File: config.mk
export PLATFORM = sky130hd
export DESIGN_NAME = demux1to4_4bit_tdm
export DESIGN_NICKNAME = d
export VERILOG_FILES = /design/src/rtl/demux_tdm_pkg.sv /design/src/rtl/dec2to4.sv /design/src/rtl/demux1to4_4bit_tdm.sv
export SDC_FILE = /design/constraint.sdc
export NUM_CORES = 1
export LEC_CHECK = 0
export BUFFER_PORTS_ARGS = -buffer_cell sky130_fd_sc_hd__buf_2
export CAP_MARGIN = 20
export CORE_ASPECT_RATIO = 0.7
export CORE_MARGIN = 1.5
export CORE_UTILIZATION = 56
export DETAILED_ROUTE_END_ITERATION = 8
export PLACE_DENSITY = 0.81
export SYNTH_ARGS = -nofsm -noshare
export SYNTH_HDL_FRONTEND = slang
export SYNTH_HIERARCHICAL = 1
export SYNTH_SLANG_ARGS = --single-unit
File: constraint.sdc
create_clock -name clk -period 3.8 [get_ports clk]
set_input_delay 0.57 -clock clk [delete_from_list [all_inputs] [get_ports clk]]
set_output_delay 0.57 -clock clk [all_outputs]
set_load 0.05 [all_outputs]
File: src/rtl/demux_tdm_pkg.sv
// Shared types and constants for the 1-to-4, 4-bit time-division demultiplexer.
// Build option: DEMUX_PARITY_EN (see demux1to4_4bit_tdm).
package demux_tdm_pkg;

  localparam int DATA_W  = 4;
  localparam int N_SLOTS = 4;
  localparam int SLOT_W  = 2;

  typedef enum logic [0:0] {
    IDLE = 1'b0,
    RUN  = 1'b1
  } state_e;

  // Plain-constant view of the state encoding, for code that keeps state in a logic vector.
  localparam logic [0:0] ST_IDLE = 1'b0;
  localparam logic [0:0] ST_RUN  = 1'b1;

  localparam logic [SLOT_W-1:0] LAST_SLOT = SLOT_W'(N_SLOTS - 1);

  // Odd number of ones in {par, data} means an even-parity violation.
  function automatic logic parity_bad(input logic par, input logic [DATA_W-1:0] data);
    return ^{par, data};
  endfunction

endpackage

File: src/rtl/dec2to4.sv
// Combinational 2-to-4 one-hot decoder with enable; all outputs low when disabled.
module dec2to4 (
  input  logic       en,
  input  logic [1:0] a,
  output logic [3:0] y
);

  always_comb begin
    y = 4'b0000;
    if (en) begin
      y[a] = 1'b1;
    end
  end

endmodule

File: src/rtl/demux1to4_4bit_tdm.sv
// Receive-side TDM demux: stages slots 0..2, publishes all four lanes when slot 3 arrives.
// Build option: define DEMUX_PARITY_EN to add din_par/par_err even-parity checking.
//
// Handshake: valid qualifies din and sync on the same cycle; there is no ready, every
// valid sample is consumed on the clock edge it is presented. sync without valid is ignored.
module demux1to4_4bit_tdm
  import demux_tdm_pkg::*;
(
  input  logic              clk,
  input  logic              rst_n,
  input  logic [DATA_W-1:0] din,
  input  logic              valid,
  input  logic              sync,
`ifdef DEMUX_PARITY_EN
  input  logic              din_par,
  output logic              par_err,
`endif
  output logic [DATA_W-1:0] q0,
  output logic [DATA_W-1:0] q1,
  output logic [DATA_W-1:0] q2,
  output logic [DATA_W-1:0] q3,
  output logic [SLOT_W-1:0] sel,
  output logic              frame_done,
  output logic              sync_err,
  output logic [0:0]        state_dbg
);

  logic [0:0]        state;
  logic [DATA_W-1:0] stage0;
  logic [DATA_W-1:0] stage1;
  logic [DATA_W-1:0] stage2;
  logic              start;
  logic              mid_en;
  logic [3:0]        slot_we;
  logic              unused_slot_we0;

  assign start  = valid && sync;
  assign mid_en = valid && !sync && (state == ST_RUN);

  dec2to4 u_dec (
    .en (mid_en),
    .a  (sel),
    .y  (slot_we)
  );

  // sel never reads 0 while in RUN; slot 0 is always written through the sync path.
  assign unused_slot_we0 = slot_we[0];
  assign state_dbg       = state;

  always_ff @(posedge clk or negedge rst_n) begin
    if (!rst_n) begin
      state      <= ST_IDLE;
      sel        <= '0;
      stage0     <= '0;
      stage1     <= '0;
      stage2     <= '0;
      q0         <= '0;
      q1         <= '0;
      q2         <= '0;
      q3         <= '0;
      frame_done <= 1'b0;
      sync_err   <= 1'b0;
    end else begin
      frame_done <= 1'b0;
      sync_err   <= 1'b0;
      if (start) begin
        // A sync in RUN abandons the partial frame; published lanes are left alone.
        stage0 <= din;
        sel    <= SLOT_W'(1);
        state  <= ST_RUN;
        if (state == ST_RUN) begin
          sync_err <= 1'b1;
        end
      end else begin
        if (slot_we[1]) begin
          stage1 <= din;
          sel    <= sel + SLOT_W'(1);
        end
        if (slot_we[2]) begin
          stage2 <= din;
          sel    <= sel + SLOT_W'(1);
        end
        if (slot_we[3]) begin
          q0         <= stage0;
          q1         <= stage1;
          q2         <= stage2;
          q3         <= din;
          frame_done <= 1'b1;
          sel        <= '0;
          state      <= ST_IDLE;
        end
      end
    end
  end

`ifdef DEMUX_PARITY_EN
  logic par_acc;
  logic sample_bad;

  assign sample_bad = parity_bad(din_par, din);

  always_ff @(posedge clk or negedge rst_n) begin
    if (!rst_n) begin
      par_acc <= 1'b0;
      par_err <= 1'b0;
    end else if (start) begin
      par_acc <= sample_bad;
    end else if (mid_en) begin
      par_acc <= par_acc | sample_bad;
      if (slot_we[3]) begin
        par_err <= par_acc | sample_bad;
      end
    end
  end
`endif

endmodule

======== After elaboration in Yosys (flattened, before gate mapping) ========
Cells that the tools add are included.
operators by class
  reduce and logical (&&, ||, !) cells .... 10
  $add $sub $neg .......................... 1
  bitwise gates (word level) .............. 1
  $lt $le $gt $ge ......................... 2
  mux-type cells .......................... 13
operator list
  operator               count
  $mux W2                4
  $mux W1                7
  $reduce_and A2 Y1      3
  $logic_and A1 B1 Y1    4
  $mux W4                1
  $reduce_bool A4 Y1     1
  $lt A2 B3 Y1 const B   1
  $add A2 B1 Y2 const B  1
  $demux W1 S2           1
  $ge A2 B1 Y1 const B   1
  $reduce_bool A2 Y1     1
  $logic_not A1 Y1       1
  $not A1 Y1             1
storage, ports and cells
  output and inout bits ................... 21
  bits in registers ....................... 33
  bits of input ports ..................... 8
  logic and storage cells ................. 38

======== Longest topological paths before layout ========
  depth in word-level cells ............... 9
  gate-level depth with buffers ........... 7
  depth with buffers taken out ............ 6

======== Hierarchy ========
The synthesis kept the hierarchy.
by module, submodules not included
  module              cells each  seq. area each (um2)  instances  area each (um2)
  demux1to4_4bit_tdm  78          825.8                 1          1,290.0
  dec2to4             4           0.0                   1          37.5

======== Least setup slack after synthesis ========
OpenSTA, ideal clock, no wires.
  path kind ............................... flip-flop to flip-flop
  start ................................... register state (netlist: state_dbg)
  end ..................................... register q0[1]
  slack ................................... 1,933 ps
  data arrival time ....................... 1,742 ps
  library setup time ...................... 125 ps
  required time ........................... 3,675 ps
  cell stages (with the launch flop) ...... 8
  clock period less this slack ............ 1,867 ps
  path buffers ............................ 2
  path through ............................ dfrtp_1 nand2_1 nor2_1 and3_2 and2_4 buf_6 buf_12 mux2_4
on the way
  word-level cells in the longest chain between the ends .. 3
RTL lines
  what                         line                      source
  start: declaration           demux1to4_4bit_tdm.sv:28  logic [0:0] state;
  start signal: assignment     demux1to4_4bit_tdm.sv:52  state <= ST_IDLE;
  start signal: assignment     demux1to4_4bit_tdm.sv:70  state <= ST_RUN;
  start signal: assignment     demux1to4_4bit_tdm.sv:90  state <= ST_IDLE;
  $logic_and A1 B1 Y1          demux1to4_4bit_tdm.sv:38  assign mid_en = valid && !sync && (state == ST_RUN);
  named net mid_en             demux1to4_4bit_tdm.sv:33  logic mid_en;
  $mux W4                      dec2to4.sv:10             if (en) begin
  named net slot_we[3]         demux1to4_4bit_tdm.sv:34  logic [3:0] slot_we;
  $reduce_and A2 Y1 (no line)  n/a
  end signal: assignment       demux1to4_4bit_tdm.sv:84  q0 <= stage0;
  end: declaration             demux1to4_4bit_tdm.sv:18  output logic [DATA_W-1:0] q0,
The timed path passes the listed nets, and every way through them passes these cells.
A chain may end at the register's enable or synchronous reset.

======== Final worst setup path ========
  start ................................... register state (netlist: state_dbg)
  end ..................................... register q1[1]
on the way
  word-level cells in the longest chain between the ends .. 3
RTL lines
  what                         line                      source
  $logic_and A1 B1 Y1          demux1to4_4bit_tdm.sv:38
  named net mid_en             demux1to4_4bit_tdm.sv:33
  $mux W4                      dec2to4.sv:10
  named net slot_we[3]         demux1to4_4bit_tdm.sv:34
  $reduce_and A2 Y1 (no line)  n/a
  end signal: assignment       demux1to4_4bit_tdm.sv:85  q1 <= stage1;
  end: declaration             demux1to4_4bit_tdm.sv:19  output logic [DATA_W-1:0] q1,
The timed path passes the listed nets, and every way through them passes these cells.

==> metrics.txt <==
post-route ant nets 0; Clock Skews about 0.0049 ns; latest clock arrival within the worst-skew pair 0.32 ns; clock root buffer clkbuf_4; CTS Sinks 33; row cnt 14; TritonRoute pass-1 iters 2; port buffer count 28; startpoint types flop; number of DRC markers in iteration 0 19; hold_buf cts 0; setup TNS 0 ns; Detailed Place HPWL 1538 microns; Final Cycle Share between 40% and 50%; Period minus WS final approximately 1.7 ns; H-Tree Depth 2; clock buffer depth 2; vias in the first global route about 810; M2 GR Usage approximately 30%; Post-CTS Setup Repair Bufs 0; Total GRT Usage a little under a fifth; final net count roughly 120; worst setup path endpoint q1[1]; Post-Syn Area between 0.001 and 0.0015 sq mm; layout cells sized above 1 around 57%; routed len/inst around 14 microns; Slew headroom 54.42%; Area growth, synth to finish 15.51%; diode count 0; MaxCap Viol Count 0; Worst Setup End Kind flop; Slew Limit Fails 0; Req. time, crit path 4.00 ns; Fillers between 150 and 200; Worst Reg2Reg Path Length in Cells 5; IO Pins 29; core area 0.002190 sq mm; syn nets 89; RR Startpoint state_dbg; R2R Path End q1[1]; Arr. time, crit path about 1.9 ns; initial antenna violation count 0; Starting Density between 60% and 70%; min-delay worst type primary input to asynchronous set/reset pin; Via Count around 740; Mapped Cells a little over 80; clk slew on worst S/H paths roughly 0.09 ns; largest net degree at the start of global routing 34; CP max FO 17; Routability Congestion roughly 0.8; Tightest Pin Transition 0.6836 ns; drt total wl between 2000 and 2500 microns; die height roughly 44 microns; Most Used Layer, Global Route met2; met1 Usage GRT roughly 24%; Final Hold Vio Count 0; CP Class flop to flop; Die Width between 60 and 70 microns; FMAX 603.8 MHz; Worst Setup SP state_dbg; die area 0.002653 sq mm; first-pass GRT wire length ~3600 microns; gr ovfl total 0; unrepaired setup endpoints after global routing no; post-cts sizing count 0; DR vias/cell slightly above 5; status finished, final reports clean; Num CTS Buffers 5; syn avg cell area approximately 16 sq um; warning count from the yosys run 6; # setup viols final 0; DRC violations left 0; area of the multi-input gates roughly 450 sq um; FF/Latch Area 825.8 sq um; CTS tree built; setup slack, reg-to-reg around 2.1 ns; met3 Usage GRT approximately 7.8%
## per-layer routing
layer  share of wire, %  vias up
met5                  0        -
li1                   -      346
met1                 46      366
met3                4.6        2
met4               0.86        0
met2                 48       21
## cell usage in the layout (no fill, tap or decap)
| cell | n |
|---|---|
| clkbuf_1 | 1 |
| xor2_1 | 1 |
| buf_2 | 28 |
| nor2_1 | 2 |
| or3_1 | 1 |
| and2_4 | 1 |
| dfrtp_1 | 33 |
| a211oi_1 | 1 |
| o21ai_0 | 3 |
| mux2_2 | 19 |
| clkbuf_8 | 1 |
| nand2_1 | 4 |
| and3_2 | 1 |
| inv_1 | 1 |
| and3b_1 | 2 |
| clkbuf_4 | 5 |
| nand2_4 | 1 |
| mux2_4 | 9 |
## worst max-delay path, stage by stage, from the launching register on
cell	delay, ns
dfrtp_1	0.39
nand2_1	0.07
nor2_1	0.16
and3_2	0.24
and2_4	0.32
mux2_2	0.37
## per-stage QoR
stage          hold WS [ns]  setup slack, ns  utilization (%)  cells  instance area [sq um]
4_1_cts              0.3003            2.142            69.37    146                   1519
5_1_grt              0.3291            1.999            69.37    146                   1519
6_report             0.2816            2.144            69.37    146                   1519
3_5_place_dp         0.4931            1.829            66.86    139                   1464
2_1_floorplan        0.2744            1.954                -     81                   1315
3_3_place_gp         0.4779            1.923            66.86    139                   1464
## state kept, by name, indices dropped and copies added, names as in the netlist
register and flops:
q0 4, frame_done 1, q3 4, stage0 4, sel 2, stage1 4
sync_err 1, q2 4, stage2 4, q1 4, state_dbg 1
## cell type report
class | instances | share of cell area [%]
clock buffers | 7 | 3.624
repair buffers | 28 | 9.226
multi-input cells | 45 | 29.90
flip-flops and latches | 33 | 54.37
inverters | 1 | 0.2471
well taps | 32 | 2.636
## how the worst min path moves through the flow
stage          startpoint          to  slack (ns)  depth (start not counted)
2_1_floorplan       rst_n  frame_done        0.27                          0
3_3_place_gp    stage1[1]       q1[1]        0.48                          1
3_5_place_dp        q1[3]       q1[3]        0.49                          1
4_1_cts             rst_n       q0[2]        0.30                          1
5_1_grt             rst_n    sync_err        0.33                          1
6_report            rst_n       q0[2]        0.28                          1
Power is left out: the tool's default activity adds up to more than one toggle a clock period on the data nets, which glitch-free logic cannot reach.
